<file path="src/rtl/vec_serializer_pkg.sv">
// vec_serializer_pkg: shared state enum, default sizes and counter-width helper
package vec_serializer_pkg;
   localparam int def_width = 32;
   localparam int def_nmsgs = 4;
   typedef enum logic {IDLE = 1'b0, SEND = 1'b1} state_e;
   function automatic int cnt_width(input int n);
      return (n < 2) ? 1 : $clog2(n);
   endfunction
endpackage

</file>
<file path="src/rtl/vec_serializer_ctrl.sv">
// vec_serializer_ctrl: FSM and word counter for vec_serializer
//   clk, reset        clock, async active-high reset
//   req_val/req_rdy   upstream vector handshake
//   resp_val/resp_rdy downstream word handshake
//   resp_last         current word is the final one of the vector
//   load              capture strobe for the holding register
//   cnt               index of the word currently presented
module vec_serializer_ctrl
   import vec_serializer_pkg::*;
#(
   parameter int p_nmsgs = def_nmsgs,
   parameter int p_cw    = cnt_width(p_nmsgs)
) (
   input  logic            clk,
   input  logic            reset,
   input  logic            req_val,
   output logic            req_rdy,
   output logic            resp_val,
   input  logic            resp_rdy,
   output logic            resp_last,
   output logic            load,
   output logic [p_cw-1:0] cnt
);
   state_e          state, state_nxt;
   logic [p_cw-1:0] cnt_nxt;
   logic            last;
   assign last = (state == SEND) && (cnt == p_cw'(p_nmsgs - 1));
   always_ff @(posedge clk or posedge reset)
      if (reset) begin
         state <= IDLE;
         cnt   <= '0;
      end else begin
         state <= state_nxt;
         cnt   <= cnt_nxt;
      end
   // leaving SEND only when the last word drains with nothing queued behind it
   always_comb begin
      state_nxt = (state == IDLE) ? (req_val ? SEND : IDLE)
                : (last && resp_rdy && !req_val) ? IDLE : SEND;
      cnt_nxt   = load ? '0 : (state == SEND && resp_rdy && !last) ? cnt + 1'b1 : cnt;
   end
   always_comb begin
      req_rdy   = (state == IDLE) || (last && resp_rdy);
      load      = req_val && req_rdy;
      resp_val  = state == SEND;
      resp_last = last;
   end
endmodule

</file>
<file path="src/rtl/vec_serializer.sv">
// vec_serializer: splits a p_nmsgs-word vector into a word-0-first stream
//   clk, reset        clock, async active-high reset
//   req_val/req_rdy   upstream vector handshake, req_msg packed vector
//   resp_val/resp_rdy downstream word handshake, resp_msg current word
//   resp_last         high on the final word of each vector
module vec_serializer
   import vec_serializer_pkg::*;
#(
   parameter int p_width = def_width,
   parameter int p_nmsgs = def_nmsgs
) (
   input  logic                       clk,
   input  logic                       reset,
   input  logic                       req_val,
   output logic                       req_rdy,
   input  logic [p_nmsgs*p_width-1:0] req_msg,
   output logic                       resp_val,
   input  logic                       resp_rdy,
   output logic [p_width-1:0]         resp_msg,
   output logic                       resp_last
);
   localparam int cw = cnt_width(p_nmsgs);
   logic                       load;
   logic [cw-1:0]              cnt;
   logic [p_nmsgs*p_width-1:0] hold;
   vec_serializer_ctrl #(.p_nmsgs(p_nmsgs), .p_cw(cw)) u_ctrl (
      .clk       (clk),
      .reset     (reset),
      .req_val   (req_val),
      .req_rdy   (req_rdy),
      .resp_val  (resp_val),
      .resp_rdy  (resp_rdy),
      .resp_last (resp_last),
      .load      (load),
      .cnt       (cnt)
   );
   // payload is don't-care while idle, so the holding register has no reset
   always_ff @(posedge clk)
      if (load) hold <= req_msg;
   assign resp_msg = hold[int'(cnt)*p_width +: p_width];
endmodule

</file>
<file path="config.mk">
export PLATFORM = sky130hd
export DESIGN_NAME = vec_serializer
export DESIGN_NICKNAME = d
export VERILOG_FILES = /design/src/rtl/vec_serializer_pkg.sv /design/src/rtl/vec_serializer_ctrl.sv /design/src/rtl/vec_serializer.sv
export SDC_FILE = /design/constraint.sdc
export NUM_CORES = 1
export LEC_CHECK = 0
export BUFFER_PORTS_ARGS = -buffer_cell sky130_fd_sc_hd__buf_2
export CAP_MARGIN = 10
export CELL_PAD_IN_SITES_DETAIL_PLACEMENT = 1
export CELL_PAD_IN_SITES_GLOBAL_PLACEMENT = 1
export CORE_ASPECT_RATIO = 1.4
export CORE_MARGIN = 5
export CORE_UTILIZATION = 45
export DETAILED_ROUTE_END_ITERATION = 12
export PLACE_DENSITY = 0.9
export REMOVE_ABC_BUFFERS = 1
export SYNTH_ARGS = -nofsm -noshare
export SYNTH_HDL_FRONTEND = slang
export SYNTH_SLANG_ARGS = --single-unit
</file>
<file path="constraint.sdc">
create_clock -name clk -period 10.1 [get_ports clk]
set_input_delay 2.02 -clock clk [delete_from_list [all_inputs] [get_ports clk]]
set_output_delay 2.02 -clock clk [all_outputs]
set_load 0.03 [all_outputs]
</file>
==> results.md <==
* Clock sink count at 131
* Reg2reg path depth at 5
* Worst-path fanout max at 4
* First drt pass iteration count at 4
* Worst Hold Class: reg2reg
* NumNets Final at 497
* I/O pin count at 167
* Max Root-Sink Buffers at 2
* WP data required at 8.08 ns
* Final slew viol count at 0
* Die Footprint at 12,900 sq um
* Core Region at 10,500 sq um
* Worst hold margin at 0.636 ns
* CTS root buf: clkbuf_16
* Die H at 133 um
* Setup_tns at 0 ns
* Hold Path Depth at 2
* DRC at 0
* Setup violations, final at 0
* Worst skew pair latency at 0.40 ns
* DP HPWL at 7280 um
* Mapped Area at 4830 sq um
* Row count at 44
* CP peak stage delay at 0.21 ns
* Startpoint Class: primary input
* Post-cts sizing count at 0
* Vias in the first global route at 3,014
* Synthesized flop and latch total at 131
* Die X-Extent at 97.5 um
* CP Capture Type: output port
* R2r startpoint: u_ctrl.cnt[1]
* Skew final at 0.0120 ns
* P per Cell Area at 284 nW/um^2
* Syn Inst Count at 184
* Layout fillers at 956
* Reg2reg end: hold[22]
* CTS tree: built
* Netlist cell types at 17
* Drt wl/cell at 20.6 um
* First-pass GRT wire length at 16,600 um
* All-layer global routing usage at 17.2%
* Cell Chain, Critical Path: buf_2 -> nand2_1 -> nand2_1 -> buf_2
* Max cap viols at 0
* Register area share after synthesis at 81.2%
* Worst IR Drop VDD at 147 uV
* Period utilization at 44.7%
* Routability cong. at 0.788
* R2R Setup Slk at 6.88 ns
* Slew margin rel. at 41.1%
* Leak pwr at 2.41 nW
* Initial DRC count at 125
* HP Start: u_ctrl.resp_val
* Slowest CP cell: buf_2
* Initial antenna violation count at 2
* RSZ-0062 raised after global routing: no
* Arrival time worst endpoint at 2.50 ns
* CTS buffer count at 17
* Share of cells above drive strength 1 at 60.6%
* Yosys warning count at 0
* IO buf count at 166
* Initial core utilization at 46.2%
* GRT overflow at 0
* Final worst path period need at 4.52 ns
* Final Hold Vio Count at 0
* ANT nets after route at 0
* Buf/Inv on CP at 2
* Total Wirelength at 10,600 um
* Layout area overhead at 31.7%
* Vias at 2,573
* Max Freq at 0.221 GHz
* Avg Cell Area, Syn at 26.2 sq um
* Postcts setup bufs at 0
* Hold Buf Count CTS at 0
* H-tree Lvls at 4
* Sink of the worst hold path: u_ctrl.resp_val
* Largest net degree at the start of global routing at 73
* Clock Pin Slew Worst Setup and Hold Paths at 0.05 ns
* Vias per inst at 4.99
* Slew @ Worst Pin at 0.883 ns
* Result of the run: finished clean
* Family with the most delay on the worst path: buffers and inverters
* Worst Path Class, Setup: in2out
-- placed cells by master (no fill, tap or decap), types with 2 or more instances in the layout --
master / netlist / final
buf_2: 3 / 166
edfxtp_1: 128 / 128
mux4_2: 28 / 28
clkbuf_16: 0 / 17
mux4_1: 4 / 4
bufinv_16: 0 / 3
clkinv_2: 0 / 3
buf_4: 0 / 3
diode_2: 0 / 2
nor2b_1: 2 / 2
inv_1: 2 / 2
nand2_1: 2 / 2
clkinvlp_4: 0 / 2
clkinv_1: 0 / 2
clkinv_4: 0 / 2
inv_6: 0 / 2
dfrtp_1: 3 / 2
-- through the flow --
stage | util, % | setup slack (ns) | instances | total power, mW | instance area (sq um)
5_1_grt | 60.8 | 5.54 | 516 | 1.89 | 6360
6_report | 60.8 | 5.58 | 516 | 1.81 | 6360
3_5_place_dp | 55.1 | 5.59 | 483 | 1.22 | 5770
3_3_place_gp | 55.1 | 5.61 | 483 | 1.21 | 5770
4_1_cts | 60.8 | 5.58 | 514 | 1.84 | 6360
2_1_floorplan | - | 4.28 | 176 | 1.07 | 4740
-- how the worst max path moves through the flow --
stage	slack [ns]	to	depth (start not counted)	startpoint
after detailed placement	5.59	req_rdy	4	resp_rdy
after global routing	5.54	req_rdy	4	resp_rdy
after CTS	5.58	req_rdy	4	resp_rdy
final	5.58	req_rdy	4	resp_rdy
after global placement	5.61	req_rdy	4	resp_rdy
after floorplan	4.28	hold[0]	3	resp_rdy
-- routing by layer --
layer	wire, um	up-vias	track usage (%)
li1	-	1156	-
met1	3850	1302	19.1
met5	0	-	0
met3	627	11	5.53
met4	136	0	7.24
met2	6020	104	30.1
-- cells by family after synthesis --
group,share of synthesized area (%)
muxes,15.2
and+or+nand+nor,0.803
AOI/OAI and AO/OA,0.518
buffers and inverters,2.02
adders and majority gates,0.259
DFF,81.2
-- cell usage after synthesis --
cell | n | area share, %
edfxtp_1 | 128 | 80
mux4_2 | 28 | 13
mux4_1 | 4 | 2.2
buf_12 | 3 | 1.2
buf_2 | 3 | 0.31
dfrtp_1 | 3 | 1.6
and2_1 | 2 | 0.26
inv_1 | 2 | 0.16
nand2_1 | 2 | 0.16
nor2b_1 | 2 | 0.26
a22o_1 | 1 | 0.18
a32o_1 | 1 | 0.21
buf_6 | 1 | 0.23
clkbuf_1 | 1 | 0.078
ha_1 | 1 | 0.26
nand2b_1 | 1 | 0.13
o22ai_1 | 1 | 0.13
-- final cells by class --
type / count / area (sq um) / area share (%)
Sequential cell: 131 / 3920 / 61.6
Timing Repair Buffer: 169 / 853 / 13.4
Multi-Input combinational cell: 43 / 815 / 12.8
Clock buffer: 17 / 425 / 6.69
Tap cell: 138 / 173 / 2.71
Clock inverter: 14 / 163 / 2.56
Inverter: 2 / 7.51 / 0.118
Antenna cell: 2 / 5.00 / 0.0787
-- power breakdown --
| group | internal (mW) | switching [mW] |
|---|---|---|
| sequential | 0.670 | 0.0433 |
| combinational | 0.195 | 0.296 |
| clock | 0.386 | 0.219 |
| total | 1.25 | 0.558 |
-- sequential cells by signal, summed over array words and instances (netlist names) --
signal and count:
u_ctrl.cnt 2, hold 128, u_ctrl.resp_val 1
-- tightest hold or removal path: stages (launching register included) --
cell	delay, ns
dfrtp_1	0.39
nand2_1	0.11
nand2b_1	0.10
(Power assumes the default switching activity.)
